File: src/rtl/calendar_unit_if.sv
// Calendar unit signal bundle: tick/set-mode controls in, date fields out.
interface calendar_unit_if #(
  parameter int YEAR_BITS = 7
);
  logic                 DayTick;
  logic                 Timeset;
  logic                 DateAdv;
  logic                 MonthAdv;
  logic                 YearAdv;
  logic                 DayAdv;
  logic [4:0]           Date;
  logic [3:0]           Month;
  logic [YEAR_BITS-1:0] Year;
  logic [2:0]           Dow;
  logic                 Leap;
  logic [3:0]           Date1;
  logic [3:0]           Date0;
  logic [3:0]           Month1;
  logic [3:0]           Month0;
  logic                 NewYear;

  modport slave (
    input  DayTick, Timeset, DateAdv, MonthAdv, YearAdv, DayAdv,
    output Date, Month, Year, Dow, Leap, Date1, Date0, Month1, Month0, NewYear
  );

  modport master (
    output DayTick, Timeset, DateAdv, MonthAdv, YearAdv, DayAdv,
    input  Date, Month, Year, Dow, Leap, Date1, Date0, Month1, Month0, NewYear
  );
endinterface

File: src/rtl/calendar_unit.sv
// Calendar unit: date/month/year/day-of-week tracking with a set mode.
// Leap year derived from mod-4/100/400 counters that step with Year.
module calendar_unit #(
  parameter int BASE_YEAR = 2000,
  parameter int YEAR_BITS = 7,
  parameter int START_DOW = 6,
  parameter int LEAP_EN   = 1
) (
  input logic            Clk,
  input logic            Reset,
  calendar_unit_if.slave cal
);

  localparam logic [1:0] M4_RST   = 2'(BASE_YEAR % 4);
  localparam logic [6:0] M100_RST = 7'(BASE_YEAR % 100);
  localparam logic [8:0] M400_RST = 9'(BASE_YEAR % 400);
  localparam logic [2:0] DOW_RST  = 3'(START_DOW);

  logic [4:0]           date_q, date_d;
  logic [3:0]           month_q, month_d;
  logic [YEAR_BITS-1:0] year_q, year_d;
  logic [2:0]           dow_q, dow_d;
  logic [1:0]           m4_q, m4_d;
  logic [6:0]           m100_q, m100_d;
  logic [8:0]           m400_q, m400_d;
  logic                 new_year_q, new_year_d;

  // Year+1 candidate, shared by the tick rollover and YearAdv
  logic [YEAR_BITS-1:0] year_inc;
  logic [1:0]           m4_inc;
  logic [6:0]           m100_inc;
  logic [8:0]           m400_inc;
  logic                 leap_cur, leap_inc;
  logic [2:0]           dow_inc;

  function automatic logic is_leap(input logic [1:0] m4, input logic [6:0] m100,
                                   input logic [8:0] m400);
    return (LEAP_EN != 0) && (m4 == 2'd0) && ((m100 != 7'd0) || (m400 == 9'd0));
  endfunction

  function automatic logic [4:0] month_len(input logic [3:0] m, input logic lp);
    case (m)
      4'd4, 4'd6, 4'd9, 4'd11: return 5'd30;
      4'd2:                    return lp ? 5'd29 : 5'd28;
      default:                 return 5'd31;
    endcase
  endfunction

  // Next-year counters; on wrap to offset 0 the counters restart at BASE_YEAR
  always_comb begin
    year_inc = YEAR_BITS'(year_q + 1'b1);
    if (year_inc == '0) begin
      m4_inc   = M4_RST;
      m100_inc = M100_RST;
      m400_inc = M400_RST;
    end else begin
      m4_inc   = m4_q + 2'd1;
      m100_inc = (m100_q == 7'd99)  ? 7'd0 : m100_q + 7'd1;
      m400_inc = (m400_q == 9'd399) ? 9'd0 : m400_q + 9'd1;
    end
    leap_cur = is_leap(m4_q, m100_q, m400_q);
    leap_inc = is_leap(m4_inc, m100_inc, m400_inc);
    dow_inc  = (dow_q == 3'd6) ? 3'd0 : dow_q + 3'd1;
  end

  // Next state: set mode applies Year, then Month, then Date; else midnight carry
  always_comb begin
    logic       lp;
    logic [3:0] m;
    logic [4:0] len;
    date_d     = date_q;
    month_d    = month_q;
    year_d     = year_q;
    dow_d      = dow_q;
    m4_d       = m4_q;
    m100_d     = m100_q;
    m400_d     = m400_q;
    new_year_d = 1'b0;
    lp         = leap_cur;
    m          = month_q;
    len        = 5'd31;
    if (cal.Timeset) begin
      if (cal.YearAdv) begin
        year_d = year_inc;
        m4_d   = m4_inc;
        m100_d = m100_inc;
        m400_d = m400_inc;
        lp     = leap_inc;
      end
      if (cal.MonthAdv) m = (month_q == 4'd12) ? 4'd1 : month_q + 4'd1;
      month_d = m;
      len     = month_len(m, lp);
      if (cal.DateAdv) date_d = (date_q >= len) ? 5'd1 : date_q + 5'd1;
      else             date_d = (date_q > len) ? len : date_q;
      if (cal.DayAdv) dow_d = dow_inc;
    end else if (cal.DayTick) begin
      dow_d = dow_inc;
      len   = month_len(month_q, leap_cur);
      if (date_q >= len) begin
        date_d = 5'd1;
        if (month_q == 4'd12) begin
          month_d    = 4'd1;
          year_d     = year_inc;
          m4_d       = m4_inc;
          m100_d     = m100_inc;
          m400_d     = m400_inc;
          new_year_d = 1'b1;
        end else begin
          month_d = month_q + 4'd1;
        end
      end else begin
        date_d = date_q + 5'd1;
      end
    end
  end

  // State register with asynchronous reset
  always_ff @(posedge Clk or posedge Reset) begin
    if (Reset) begin
      date_q     <= 5'd1;
      month_q    <= 4'd1;
      year_q     <= '0;
      dow_q      <= DOW_RST;
      m4_q       <= M4_RST;
      m100_q     <= M100_RST;
      m400_q     <= M400_RST;
      new_year_q <= 1'b0;
    end else begin
      date_q     <= date_d;
      month_q    <= month_d;
      year_q     <= year_d;
      dow_q      <= dow_d;
      m4_q       <= m4_d;
      m100_q     <= m100_d;
      m400_q     <= m400_d;
      new_year_q <= new_year_d;
    end
  end

  // BCD split of the registered Date and Month, no extra latency
  always_comb begin
    cal.Date1  = 4'd0;
    cal.Date0  = date_q[3:0];
    cal.Month1 = 4'd0;
    cal.Month0 = month_q;
    if (date_q >= 5'd30) begin
      cal.Date1 = 4'd3;
      cal.Date0 = 4'(date_q - 5'd30);
    end else if (date_q >= 5'd20) begin
      cal.Date1 = 4'd2;
      cal.Date0 = 4'(date_q - 5'd20);
    end else if (date_q >= 5'd10) begin
      cal.Date1 = 4'd1;
      cal.Date0 = 4'(date_q - 5'd10);
    end
    if (month_q >= 4'd10) begin
      cal.Month1 = 4'd1;
      cal.Month0 = month_q - 4'd10;
    end
  end

  assign cal.Date    = date_q;
  assign cal.Month   = month_q;
  assign cal.Year    = year_q;
  assign cal.Dow     = dow_q;
  assign cal.Leap    = leap_cur;
  assign cal.NewYear = new_year_q;

endmodule

File: src/flat_wrapper.sv
// flat-port wrapper written by rule: the top's interface ports become plain ports
module calendar_unit_flat 
#(
  parameter int BASE_YEAR = 2000,
  parameter int YEAR_BITS = 7,
  parameter int START_DOW = 6,
  parameter int LEAP_EN   = 1
)
  (Clk, Reset, cal_DayTick, cal_Timeset, cal_DateAdv, cal_MonthAdv, cal_YearAdv, cal_DayAdv, cal_Date, cal_Month, cal_Year, cal_Dow, cal_Leap, cal_Date1, cal_Date0, cal_Month1, cal_Month0, cal_NewYear);
  calendar_unit_if #(.YEAR_BITS(YEAR_BITS)) cal_i ();
  input logic Clk;
  input logic Reset;
  input wire logic [$bits(cal_i.DayTick)-1:0] cal_DayTick;
  input wire logic [$bits(cal_i.Timeset)-1:0] cal_Timeset;
  input wire logic [$bits(cal_i.DateAdv)-1:0] cal_DateAdv;
  input wire logic [$bits(cal_i.MonthAdv)-1:0] cal_MonthAdv;
  input wire logic [$bits(cal_i.YearAdv)-1:0] cal_YearAdv;
  input wire logic [$bits(cal_i.DayAdv)-1:0] cal_DayAdv;
  output wire logic [$bits(cal_i.Date)-1:0] cal_Date;
  output wire logic [$bits(cal_i.Month)-1:0] cal_Month;
  output wire logic [$bits(cal_i.Year)-1:0] cal_Year;
  output wire logic [$bits(cal_i.Dow)-1:0] cal_Dow;
  output wire logic [$bits(cal_i.Leap)-1:0] cal_Leap;
  output wire logic [$bits(cal_i.Date1)-1:0] cal_Date1;
  output wire logic [$bits(cal_i.Date0)-1:0] cal_Date0;
  output wire logic [$bits(cal_i.Month1)-1:0] cal_Month1;
  output wire logic [$bits(cal_i.Month0)-1:0] cal_Month0;
  output wire logic [$bits(cal_i.NewYear)-1:0] cal_NewYear;
  assign cal_i.DayTick = cal_DayTick;
  assign cal_i.Timeset = cal_Timeset;
  assign cal_i.DateAdv = cal_DateAdv;
  assign cal_i.MonthAdv = cal_MonthAdv;
  assign cal_i.YearAdv = cal_YearAdv;
  assign cal_i.DayAdv = cal_DayAdv;
  assign cal_Date = cal_i.Date;
  assign cal_Month = cal_i.Month;
  assign cal_Year = cal_i.Year;
  assign cal_Dow = cal_i.Dow;
  assign cal_Leap = cal_i.Leap;
  assign cal_Date1 = cal_i.Date1;
  assign cal_Date0 = cal_i.Date0;
  assign cal_Month1 = cal_i.Month1;
  assign cal_Month0 = cal_i.Month0;
  assign cal_NewYear = cal_i.NewYear;
  calendar_unit #(.BASE_YEAR(BASE_YEAR), .YEAR_BITS(YEAR_BITS), .START_DOW(START_DOW), .LEAP_EN(LEAP_EN)) u_core (.Clk(Clk), .Reset(Reset), .cal(cal_i));
endmodule
File: config.mk
export PLATFORM = sky130hd
export DESIGN_NAME = calendar_unit_flat
export DESIGN_NICKNAME = d
export VERILOG_FILES = /design/src/rtl/calendar_unit_if.sv /design/src/rtl/calendar_unit.sv /design/src/flat_wrapper.sv
export SDC_FILE = /design/constraint.sdc
export NUM_CORES = 1
export LEC_CHECK = 0
export BUFFER_PORTS_ARGS = -buffer_cell sky130_fd_sc_hd__buf_2
export CORE_MARGIN = 8
export CORE_UTILIZATION = 45
export DETAILED_ROUTE_END_ITERATION = 7
export GPL_TIMING_DRIVEN = 0
export PLACE_DENSITY_LB_ADDON = 0.25
export SLEW_MARGIN = 20
export SYNTH_ARGS = -nofsm -noshare
export SYNTH_HDL_FRONTEND = slang
export SYNTH_SLANG_ARGS = --single-unit
File: constraint.sdc
create_clock -name Clk -period 5.5 [get_ports Clk]
set_clock_uncertainty 0.05 [all_clocks]
set_input_delay 0.275 -clock Clk [delete_from_list [all_inputs] [get_ports Clk]]
set_output_delay 0.275 -clock Clk [all_outputs]
set_load 0.01 [all_outputs]
==> summary by stage <==
Cells and area
Of the cells placed in the final design, the portion with a size suffix greater than 1 is 18.7%. The final-layout fill cell count is 621. The share of the core filled with cells in the final layout is 53.1%. The library cells used most frequently in the layout, excluding fill and tap cells, are buf_2 (42), nand2_1 (36), dfrtp_1 (34). The number of antenna diodes in the final layout is 0. The net count of the finished layout is 432. The library cell used most frequently in the layout, excluding fill and tap cells, is buf_2.

From synthesis to final layout, the design area changed by 15.3%.

Synthesis
The netlist uses 61 different library cells. The sequential element share of the synthesized area is 32.9%. The fraction of registers with async set/reset is 100%.

The average instance in the mapped netlist occupies 8.32 um^2. Yosys printed 0 warnings. The prevailing post-synth register cell is dfrtp_1. The number of synthesized flops with an enable pin is 0. Counting flops and latches in the post-synthesis netlist gives 38. The mapped cell area is 2910 um^2. After technology mapping, the gate count stands at 349.

Worst setup path
Data arrives at the worst endpoint at 4080 ps. The endpoint of the lowest-slack register-to-register path is u_core.cal.Date[0]. Data on the critical path is required at its endpoint by 5670 ps. Walking the worst path, the cells encountered are inv_1, ha_1, nand2_1, and4_1, a2bb2oi_1, nand3_1, nor4_1, nor2_1, ha_1, and4_1, nor2_1, a21boi_1, a311oi_1, nand3_1, o211ai_1. STA classifies the critical path startpoint as a flip-flop. The number of buffers and inverters on the critical path is 1. The register-to-register setup slack is 1580 ps. Of all nets on the critical path, the largest fanout is 10. The worst setup path is captured at a flip-flop.

The cell class contributing the biggest share of worst-path delay is simple AND/OR/NAND/NOR gates. In this design, the stage delay of the slowest critical-path cell is 630 ps. The worst register-to-register path begins at u_core.cal.Month[0]. The standard cell with the maximum stage delay on the critical path is dfstp_2. The number of cell instances on the worst register-to-register path is 15. The critical path in this run is classified as reg -> reg.

Clock tree
Counting the buffers created by CTS gives 5. Counting along the longest clock path gives a buffer depth of 2. The CTS tree is built. The number of post-CTS setup repair buffers is 0. The H-tree generated during clock tree synthesis spans 2 levels. The root cell of the clock tree is clkbuf_8. The post-cts resize count is 0. Clock-pin slew was measured on the worst setup and hold paths at 80 ps. After clock tree synthesis, the flow added hold-fix buffers numbering 1. Clock tree synthesis found a total of 38 sinks. Clock latency on the worst-skew pair, taken at its later pin, is 290 ps.

Timing
The max-slew violation count came to 0. Headroom to the max-slew limit came out at 50.8%. In the finished design, the share of the clock period the worst path needs comes to 71.2%. Setup repair after global routing left no endpoint under its margin.

The maximum clock rate is 255 MHz. At the pin with the least slew margin, the transition time is 737 ps. The clock period could shrink to 3920 ps. The tightest hold path in the finished design has a slack of 178 ps. Setup total negative slack on the finished layout was measured at 0 ps.

Setup violations remaining at the end of the flow were counted as 0. The number of hold violations in the final report is 0.

Min path
In this run the worst hold path is classified as in -> reg. In this run the most critical hold path is launched from cal_DayTick. The worst hold path passes through 3 cells. The worst hold path terminates at u_core.cal.NewYear.

Outcome
The flow ran to the end, and the final reports show no timing, DRC or antenna violations.

Die
The overall die width is 96.4 um. The number of standard-cell rows in the floorplan is 29. 45 I/O pins were placed. The floorplan step defined a core boundary enclosing 6310 um^2. The vertical extent of the die is 96.4 um.

The initial utilization of the core area, before any placement, comes to 46.0%. The floorplan step defined a die boundary enclosing 9280 um^2.

Global routing
Global routing consumed, on the met1 layer, 19.6% of the routing resources. Summed over all layers, the global routing overflow is 0. The met2 global-route usage is 26.4%. The first-pass GRT wire length is 11600 um. The via count of the first global-routing pass was 2560. Entering global routing, the biggest net connects 25 pins. For this run, global-route usage on met3 was measured as 2.65%. The initial antenna violation count was 0.

After global routing, the most crowded layer is met2. The global-route total usage across every layer is 15.3%.

Routing
The post-detailed-route via-to-cell ratio is 5.69. The remaining antenna violation count is 0. The first routing iteration left 148 violations. The total wirelength of the detailed-routed design is 6930 um. Dividing the detail-routed wire length by the instance count gives 14.5 um.

For this block, the via count after detailed routing is 2725. The DRC violation count after routing is 0. The first detailed-routing pass took 4 iterations.

Job
The number of max-cap violations is 0.

Power and ir drop
The highest ir drop seen on vdd is 0.000355 V. Summed over all cells, the static leakage comes to 1.55 nW. The cell area power density is 528 nW/um^2.

Placed design
The post-DP HPWL is 5200 um. The final estimated routing congestion in global placement is 0.866. Input and output buffers added on the ports amount to 39.
## worst max-delay path by stage
stage | end | cells after the start | from | slack, ps
6_report | u_core.cal.Date[0] | 15 | u_core.cal.Month[0] | 1580
5_1_grt | u_core.cal.Date[0] | 15 | u_core.cal.Month[0] | 1200
4_1_cts | u_core.cal.Date[0] | 15 | u_core.cal.Month[0] | 1620
3_5_place_dp | u_core.cal.Date[0] | 15 | u_core.cal.Month[0] | 1630
3_3_place_gp | u_core.cal.Date[1] | 13 | u_core.cal.Month[0] | 1670
2_1_floorplan | u_core.cal.Date[1] | 13 | u_core.cal.Month[0] | 2190
## stage by stage
step	instance area, um^2	power (W)	setup slack, ps	instances
after floorplan	2920	0.00123	2190	353
after global placement	3210	0.00151	1670	469
after detailed placement	3230	0.00154	1630	470
after CTS	3350	0.00178	1620	479
after global routing	3350	0.00194	1200	479
final	3350	0.00177	1580	479
## flip-flops by register name, indices dropped and copies added (netlist names)
signal              flops
u_core.cal.NewYear      1
u_core.m4_q             2
u_core.cal.Month        4
u_core.cal.Dow          3
u_core.m400_q           9
u_core.cal.Year         7
u_core.m100_q           7
u_core.cal.Date         5
## tightest hold or removal path, stage by stage
cell and delay (ps):
buf_2 120, nand2_1 50, nor3_1 40
## report_power, final
part           internal (W)  total, W  switching, W
combinational      0.000437  0.000977      0.000540
clock              0.000134  0.000236      0.000103
sequential         0.000398  0.000557      0.000159
total              0.000968   0.00177      0.000802
## logic make-up (layout without fill, tap and decap cells)
group	count (synthesis)	in the layout	synth area share, %
adder cells (fa/ha/maj)	23	23	9.91
buffers and inverters	42	91	6.72
multiplexers	5	5	1.89
other	1	5	0.129
AO/OA/AOI/OAI	95	95	21.3
AND/OR/NAND/NOR	135	135	24.2
flip-flops	38	38	32.9
XOR/XNOR	10	10	3.01
## final cells by class
cell class                      instances  area, um^2  area share [%]
Timing Repair Buffer                   41         225            6.72
Clock buffer                            5        68.8            2.05
Buffer                                 19         109            3.25
Multi-Input combinational cell        273        1770            52.8
Tap cell                               77        96.3            2.88
Sequential cell                        38         956            28.5
Inverter                               23        86.3            2.58
Clock inverter                          3        40.0            1.19
## synthesized netlist by cell type, drive strengths merged (5+ instances only)
cell,number,area [um^2]
nor2b,7,43.8
inv,23,86.3
buf,11,78.8
nand2,36,135
nor3,12,60.1
nand2b,7,43.8
o21ai,31,155
nand3,13,65.1
and3,7,45.1
dfrtp,34,851
clkbuf,8,30.0
ha,23,288
nand4,5,31.3
o31ai,5,37.5
nor2,24,90.1
xnor2,8,70.1
a21oi,15,75.1
a31oi,6,37.5
## metal layers
metal / vias to the layer above / part of all wire (%) / wire [um]
met5: - / 0 / 0
met4: 0 / 0.79 / 55
met3: 6 / 5.9 / 411
met2: 70 / 47 / 3290
met1: 1297 / 46 / 3170
li1: 1352 / - / -
Note: power is estimated with default switching activity, not from simulation.
